[config.mk]
export PLATFORM = sky130hd
export DESIGN_NAME = lamp_sqrt_ctrl
export DESIGN_NICKNAME = d
export VERILOG_FILES = /design/src/rtl/lamp_sqrt_ctrl.sv
export SDC_FILE = /design/constraint.sdc
export NUM_CORES = 1
export LEC_CHECK = 0
export ABC_CLOCK_PERIOD_IN_PS = 6310
export CAP_MARGIN = 20
export CORE_AREA = 2 2 74 76
export CTS_CLUSTER_SIZE = 40
export DETAILED_ROUTE_END_ITERATION = 12
export DIE_AREA = 0 0 76 78
export GPL_ROUTABILITY_DRIVEN = 0
export GPL_TIMING_DRIVEN = 1
export MAX_ROUTING_LAYER = met4
export PLACE_DENSITY_LB_ADDON = 0.12
export SLEW_MARGIN = 20
export SYNTH_ARGS = -nofsm -noshare
export SYNTH_HDL_FRONTEND = slang
export SYNTH_SLANG_ARGS = --single-unit
[constraint.sdc]
create_clock -name clk -period 6.31 [get_ports clk]
set_clock_uncertainty 0.1 [all_clocks]
set_input_delay 0.631 -clock clk [delete_from_list [all_inputs] [get_ports clk]]
set_output_delay 0.631 -clock clk [all_outputs]
set_load 0.1 [all_outputs]
[src/rtl/lamp_sqrt_ctrl.sv]
// rtl/lamp_sqrt_ctrl.sv - lamp float front/back-end controller for the sqrt/inv-sqrt iterative core
// Optional watchdog on the core handshake: define LAMP_SQRT_TIMEOUT_EN.
module lamp_sqrt_ctrl #(
  parameter int EXP_DW      = 8,
  parameter int FRAC_DW     = 7,
  parameter int BIAS        = 127,
  parameter int TIMEOUT_CYC = 64
) (
  input  logic                      clk,
  input  logic                      rst,
  input  logic                      op_valid_i,
  output logic                      op_ready_o,
  input  logic [EXP_DW+FRAC_DW:0]   op_i,
  input  logic                      inv_i,
  output logic                      doSqrt_o,
  output logic                      special_case_o,
  output logic [FRAC_DW:0]          s_o,
  output logic                      is_exp_odd_o,
  output logic                      invSqrt_o,
  input  logic                      core_valid_i,
  input  logic [FRAC_DW:0]          core_res_i,
  output logic                      res_valid_o,
  input  logic                      res_ready_i,
  output logic [EXP_DW+FRAC_DW:0]   res_o,
  output logic                      invalid_o,
  output logic                      divzero_o,
  output logic                      timeout_o
);

  localparam int FW = 1 + EXP_DW + FRAC_DW;
  localparam logic [FW-1:0]     QNAN    = {1'b0, {EXP_DW{1'b1}}, 1'b1, {(FRAC_DW-1){1'b0}}};
  localparam logic [FW-1:0]     POS_INF = {1'b0, {EXP_DW{1'b1}}, {FRAC_DW{1'b0}}};
  localparam logic [EXP_DW:0]   BIAS_W  = (EXP_DW+1)'(BIAS);
  localparam logic [EXP_DW-1:0] BIAS_E  = EXP_DW'(BIAS);

  typedef enum logic [1:0] {IDLE, ISSUE, WAIT, OUT} state_t;

  state_t              state_q, state_d;
  logic                op_ready_q, op_ready_d;
  logic                do_sqrt_q, do_sqrt_d;
  logic                special_case_q, special_case_d;
  logic [FRAC_DW:0]    s_q, s_d;
  logic                odd_q, odd_d;
  logic                inv_q, inv_d;
  logic [EXP_DW-1:0]   k_q, k_d;
  logic                special_q, special_d;
  logic [FW-1:0]       spec_res_q, spec_res_d;
  logic                spec_invalid_q, spec_invalid_d;
  logic                spec_divzero_q, spec_divzero_d;
  logic                res_valid_q, res_valid_d;
  logic [FW-1:0]       res_q, res_d;
  logic                invalid_q, invalid_d;
  logic                divzero_q, divzero_d;
`ifdef LAMP_SQRT_TIMEOUT_EN
  localparam int CW = $clog2(TIMEOUT_CYC + 1);
  logic [CW-1:0]       cnt_q, cnt_d;
  logic                timeout_q, timeout_d;
`endif

  logic                in_sign;
  logic [EXP_DW-1:0]   in_exp;
  logic [FRAC_DW-1:0]  in_frac;
  logic [EXP_DW:0]     e_in;
  logic                cls_special, cls_invalid, cls_divzero;
  logic [FW-1:0]       cls_res;

  assign in_sign = op_i[FW-1];
  assign in_exp  = op_i[FW-2:FRAC_DW];
  assign in_frac = op_i[FRAC_DW-1:0];
  // e fits in EXP_DW+1 bits; bit 0 is the parity and the rest is e>>>1.
  assign e_in    = {1'b0, in_exp} - BIAS_W;

  always_comb begin
    cls_special = 1'b1;
    cls_invalid = 1'b0;
    cls_divzero = 1'b0;
    cls_res     = '0;
    if (in_exp == '1 && in_frac != '0) begin
      cls_res = QNAN;
    end else if (in_exp == '0) begin
      // Denormals are flushed, so they share the signed-zero handling.
      if (inv_i) begin
        cls_res     = {in_sign, {EXP_DW{1'b1}}, {FRAC_DW{1'b0}}};
        cls_divzero = 1'b1;
      end else begin
        cls_res = {in_sign, {(FW-1){1'b0}}};
      end
    end else if (in_sign) begin
      cls_res     = QNAN;
      cls_invalid = 1'b1;
    end else if (in_exp == '1) begin
      cls_res = inv_i ? '0 : POS_INF;
    end else begin
      cls_special = 1'b0;
    end
  end

  logic [EXP_DW-1:0]  exp_unb;
  logic [EXP_DW-1:0]  adj;
  logic [FRAC_DW-1:0] norm_frac;
  logic [EXP_DW-1:0]  res_exp;
  logic [FW-1:0]      norm_res;

  always_comb begin
    exp_unb = inv_q ? (EXP_DW'(0) - k_q) : k_q;
    if (core_res_i[FRAC_DW]) begin
      adj       = EXP_DW'(0);
      norm_frac = core_res_i[FRAC_DW-1:0];
    end else if (core_res_i[FRAC_DW-1]) begin
      adj       = EXP_DW'(1);
      norm_frac = {core_res_i[FRAC_DW-2:0], 1'b0};
    end else begin
      adj       = EXP_DW'(2);
      norm_frac = {core_res_i[FRAC_DW-3:0], 2'b00};
    end
    res_exp  = exp_unb - adj + BIAS_E;
    norm_res = {1'b0, res_exp, norm_frac};
  end

  always_comb begin
    state_d        = state_q;
    op_ready_d     = op_ready_q;
    do_sqrt_d      = 1'b0;
    special_case_d = 1'b0;
    s_d            = s_q;
    odd_d          = odd_q;
    inv_d          = inv_q;
    k_d            = k_q;
    special_d      = special_q;
    spec_res_d     = spec_res_q;
    spec_invalid_d = spec_invalid_q;
    spec_divzero_d = spec_divzero_q;
    res_valid_d    = res_valid_q;
    res_d          = res_q;
    invalid_d      = invalid_q;
    divzero_d      = divzero_q;
`ifdef LAMP_SQRT_TIMEOUT_EN
    cnt_d          = cnt_q;
    timeout_d      = timeout_q;
`endif
    unique case (state_q)
      IDLE: begin
        if (op_valid_i) begin
          state_d        = ISSUE;
          op_ready_d     = 1'b0;
          do_sqrt_d      = ~cls_special;
          special_case_d = cls_special;
          s_d            = {1'b1, in_frac};
          odd_d          = e_in[0];
          k_d            = e_in[EXP_DW:1];
          inv_d          = inv_i;
          special_d      = cls_special;
          spec_res_d     = cls_res;
          spec_invalid_d = cls_invalid;
          spec_divzero_d = cls_divzero;
        end
      end
      ISSUE: begin
        state_d = WAIT;
`ifdef LAMP_SQRT_TIMEOUT_EN
        cnt_d   = '0;
`endif
      end
      WAIT: begin
        if (special_q) begin
          state_d     = OUT;
          res_valid_d = 1'b1;
          res_d       = spec_res_q;
          invalid_d   = spec_invalid_q;
          divzero_d   = spec_divzero_q;
`ifdef LAMP_SQRT_TIMEOUT_EN
          timeout_d   = 1'b0;
`endif
        end else if (core_valid_i) begin
          state_d     = OUT;
          res_valid_d = 1'b1;
          res_d       = norm_res;
          invalid_d   = 1'b0;
          divzero_d   = 1'b0;
`ifdef LAMP_SQRT_TIMEOUT_EN
          timeout_d   = 1'b0;
        end else if (cnt_q == CW'(TIMEOUT_CYC - 1)) begin
          state_d     = OUT;
          res_valid_d = 1'b1;
          res_d       = QNAN;
          invalid_d   = 1'b1;
          divzero_d   = 1'b0;
          timeout_d   = 1'b1;
        end else begin
          cnt_d = cnt_q + CW'(1);
`endif
        end
      end
      OUT: begin
        if (res_ready_i) begin
          state_d     = IDLE;
          res_valid_d = 1'b0;
          op_ready_d  = 1'b1;
        end
      end
      default: state_d = IDLE;
    endcase
  end

  always_ff @(posedge clk) begin
    if (rst) begin
      state_q        <= IDLE;
      op_ready_q     <= 1'b1;
      do_sqrt_q      <= 1'b0;
      special_case_q <= 1'b0;
      s_q            <= '0;
      odd_q          <= 1'b0;
      inv_q          <= 1'b0;
      k_q            <= '0;
      special_q      <= 1'b0;
      spec_res_q     <= '0;
      spec_invalid_q <= 1'b0;
      spec_divzero_q <= 1'b0;
      res_valid_q    <= 1'b0;
      res_q          <= '0;
      invalid_q      <= 1'b0;
      divzero_q      <= 1'b0;
`ifdef LAMP_SQRT_TIMEOUT_EN
      cnt_q          <= '0;
      timeout_q      <= 1'b0;
`endif
    end else begin
      state_q        <= state_d;
      op_ready_q     <= op_ready_d;
      do_sqrt_q      <= do_sqrt_d;
      special_case_q <= special_case_d;
      s_q            <= s_d;
      odd_q          <= odd_d;
      inv_q          <= inv_d;
      k_q            <= k_d;
      special_q      <= special_d;
      spec_res_q     <= spec_res_d;
      spec_invalid_q <= spec_invalid_d;
      spec_divzero_q <= spec_divzero_d;
      res_valid_q    <= res_valid_d;
      res_q          <= res_d;
      invalid_q      <= invalid_d;
      divzero_q      <= divzero_d;
`ifdef LAMP_SQRT_TIMEOUT_EN
      cnt_q          <= cnt_d;
      timeout_q      <= timeout_d;
`endif
    end
  end

  assign op_ready_o     = op_ready_q;
  assign doSqrt_o       = do_sqrt_q;
  assign special_case_o = special_case_q;
  assign s_o            = s_q;
  assign is_exp_odd_o   = odd_q;
  assign invSqrt_o      = inv_q;
  assign res_valid_o    = res_valid_q;
  assign res_o          = res_q;
  assign invalid_o      = invalid_q;
  assign divzero_o      = divzero_q;
`ifdef LAMP_SQRT_TIMEOUT_EN
  assign timeout_o      = timeout_q;
`else
  assign timeout_o      = 1'b0;
`endif

endmodule
==> impl_metrics.tcl <==
set metrics [dict create \
    grt_pass1_vias 2170 \
    cts_tree "built" \
    setup_viol 0 \
    vias 2337 \
    synthCells 317 \
    ys_ff_latch 48 \
    place_hpwl_um 4240 \
    grt_use_met3_pct 5.23 \
    synth.avg_cell_area_um2 8.25 \
    crit_required_ps 6440 \
    ctsResizeCount 0 \
    p_leak_uw 0.00129 \
    ioPinCount 63 \
    synth_xor_area_share_pct 5.94 \
    clock-sinks 48 \
    yosys-top-cells-area "dfxtp_1, a21oi_1, ha_1" \
    crit_fanout 13 \
    final_util_pct 67.0 \
    grt_use_total_pct 20.4 \
    start_util_pct 51.8 \
    antenna_cells 0 \
    muxShareOfSynthArea_pct 3.11 \
    hold_buffers 0 \
    maxCapViolations 0 \
    ant_nets 0 \
    nNetsFinal 413 \
    rows 26 \
    synthAdderAreaFrac_pct 7.47 \
    arrival_ps 3550 \
    tightestPinTransition_ps 991 \
    hold_class "reg -> reg" \
    drc 0 \
    htreeDepth 2 \
    synth_common_cells "dfxtp_1, a21oi_1, nand2_1, nor2_1, inv_1" \
    drtIter0Drc 87 \
    synth-edff-count 0 \
    die-area_um2 5930 \
    first_pass_iters 4 \
    area_delta_synth_final_pct 29.3 \
    syn_area_um2 2610 \
    die_h_um 78 \
    grt_setup_unrepaired "false" \
    synth_top_area_cell "dfxtp_1" \
    drt-wirelength-per-cell_um 13.3 \
    ys_types 54 \
    core_um2 5040 \
    finalCriticalPeriod_ps 3420 \
    ys_warn_count 0 \
    yosysTopAreaCellShare_pct 36.8 \
    ys_seq_area_share_pct 36.8 \
    die_w_um 76 \
    endpoint_kind "flip-flop" \
    whs_ps 357 \
    finalSetupTns_ps 0 \
    synth_top_family_by_area "simple AND/OR/NAND/NOR gates" \
    ctsLongestPathBuffers 2 \
    peakVddDrop_v 0.000261 \
    synth.net_count 362 \
    hold_start "s_o[5]$_SDFFE_PP0P_" \
    max-slew-margin-rel_pct 33.7 \
    maxSlewViolCount 0 \
    async_flop_share_pct 0 \
    root_buffer "clkbuf_8" \
    cts_setup_buffers 0 \
    vias_per_cell 5.34 \
    cts_buffers 5 \
    use_met1_pct 24.1 \
    crit_start "core_res_i[7]" \
    status "complete, no violations" \
    min_period_over_period_pct 54.2 \
    criticalPathCategory "in -> reg" \
    worst_setup_path_start_kind "primary input" \
    clk_latency_ps 300 \
    fmax_mhz 293 \
    antenna_found_initial 0 \
    synth_compound_area_share_pct 20.2 \
    timing.rr.start "k_q[0]$_SDFFE_PP0P_" \
    port_buffers 61 \
    grt_first_pass_wirelength_um 9690 \
    synthSimpleGateAreaFrac_pct 21.2 \
    timing.final.hold_violations 0 \
    wirelength_um 5820 \
    synth.most_common_cell "dfxtp_1" \
    ys_dominant_reg_cell "dfxtp_1" \
    grt_util_met2_pct 34.8 \
    grt_max_degree 50 \
    clk_pin_slew_ps 80 \
    gr-max-usage-layer "met2" \
    gr-total-overflow 0 \
    drive_gt1_share_pct 4.35 \
    power_density_nw_per_um2 429 \
]
==> registers in the layout, summed over array words and instances, names as in the netlist, 2 cells and up <==
register    count
spec_res_q      3
s_o             8
res_o          16
k_q             8
state_q         2
==> routing by layer <==
| metal | part of all wire [%] | wire length, um | vias to the layer above |
|---|---|---|---|
| li1 | - | - | 1215 |
| met1 | 46 | 2690 | 1047 |
| met2 | 47 | 2720 | 67 |
| met3 | 5.6 | 323 | 8 |
| met4 | 1.3 | 75 | 0 |
| met5 | 0 | 0 | - |
==> cells in the final DEF (no fill, tap or decap), types with 2 or more instances in the layout <==
master	n
a32oi_1	4
clkdlybuf4s50_1	61
a22oi_1	6
o21ai_0	8
a311oi_1	4
a211oi_1	9
nand3_1	10
or3_1	2
nand2b_1	4
nor3_1	5
a21oi_1	35
nor3b_1	4
ha_1	14
and3_1	2
xnor2_1	7
a31oi_1	2
mux2i_1	7
xor2_1	8
nand2_1	35
and4_1	2
nor2_1	31
bufinv_16	2
inv_1	16
dfxtp_1	48
nor2b_1	6
o22ai_1	3
clkbuf_8	5
buf_4	2
==> logic make-up (layout without fill, tap and decap cells) <==
| family | count (synthesis) | count (layout) |
|---|---|---|
| simple gates | 112 | 112 |
| compound gates | 82 | 82 |
| flops | 48 | 48 |
| buf+inv | 35 | 86 |
| xor+xnor | 16 | 16 |
| fa+ha+maj | 15 | 15 |
| mux | 8 | 8 |
| other cells | 1 | 1 |
==> metrics by stage <==
stage | power, uW | cell area, um^2 | setup WS, ps | std cells
finish | 1450 | 3380 | 2890 | 438
global route | 1540 | 3380 | 2650 | 438
CTS | 1460 | 3380 | 2890 | 438
detailed placement | 1200 | 3250 | 2600 | 431
global placement | 1180 | 3250 | 2710 | 431
floorplan | 1040 | 2610 | 2970 | 317
==> final timing paths <==
| check | end | cells past startpoint | slack (ps) |
|---|---|---|---|
| hold / removal | s_o[5]$_SDFFE_PP0P_ | 2 | 360 |
| hold reg to reg | s_o[5]$_SDFFE_PP0P_ | 2 | 360 |
| setup reg to reg | res_o[12]$_SDFFE_PP0P_ | 14 | 3210 |
| setup / recovery | res_o[12]$_SDFFE_PP0P_ | 12 | 2890 |
==> cell type report <==
class / instances / area (um^2)
Fill cell: 457 / 1660
Multi-Input combinational cell: 234 / 1520
Sequential cell: 48 / 961
Timing Repair Buffer: 63 / 626
Tap cell: 70 / 87.6
Clock buffer: 5 / 68.8
Clock inverter: 2 / 60.1
Inverter: 16 / 60.1
==> critical path: stages <==
cell and delay (ps):
clkdlybuf4s50_1 580, or2_2 380, ha_1 280, ha_1 160
inv_1 60, fa_1 380, nor2b_1 170, o21ai_0 160
nand2_1 110, xor3_1 200, or3_1 320, a21oi_1 120
==> report_power, final <==
| part | total (uW) | leakage, uW | switching, uW | internal [uW] |
|---|---|---|---|---|
| Sequential | 420 | 0.000392 | 57.5 | 363 |
| Clock | 252 | 0.0000642 | 96.7 | 156 |
| Combinational | 776 | 0.000830 | 506 | 270 |
Power figures use the tool's default switching activity.
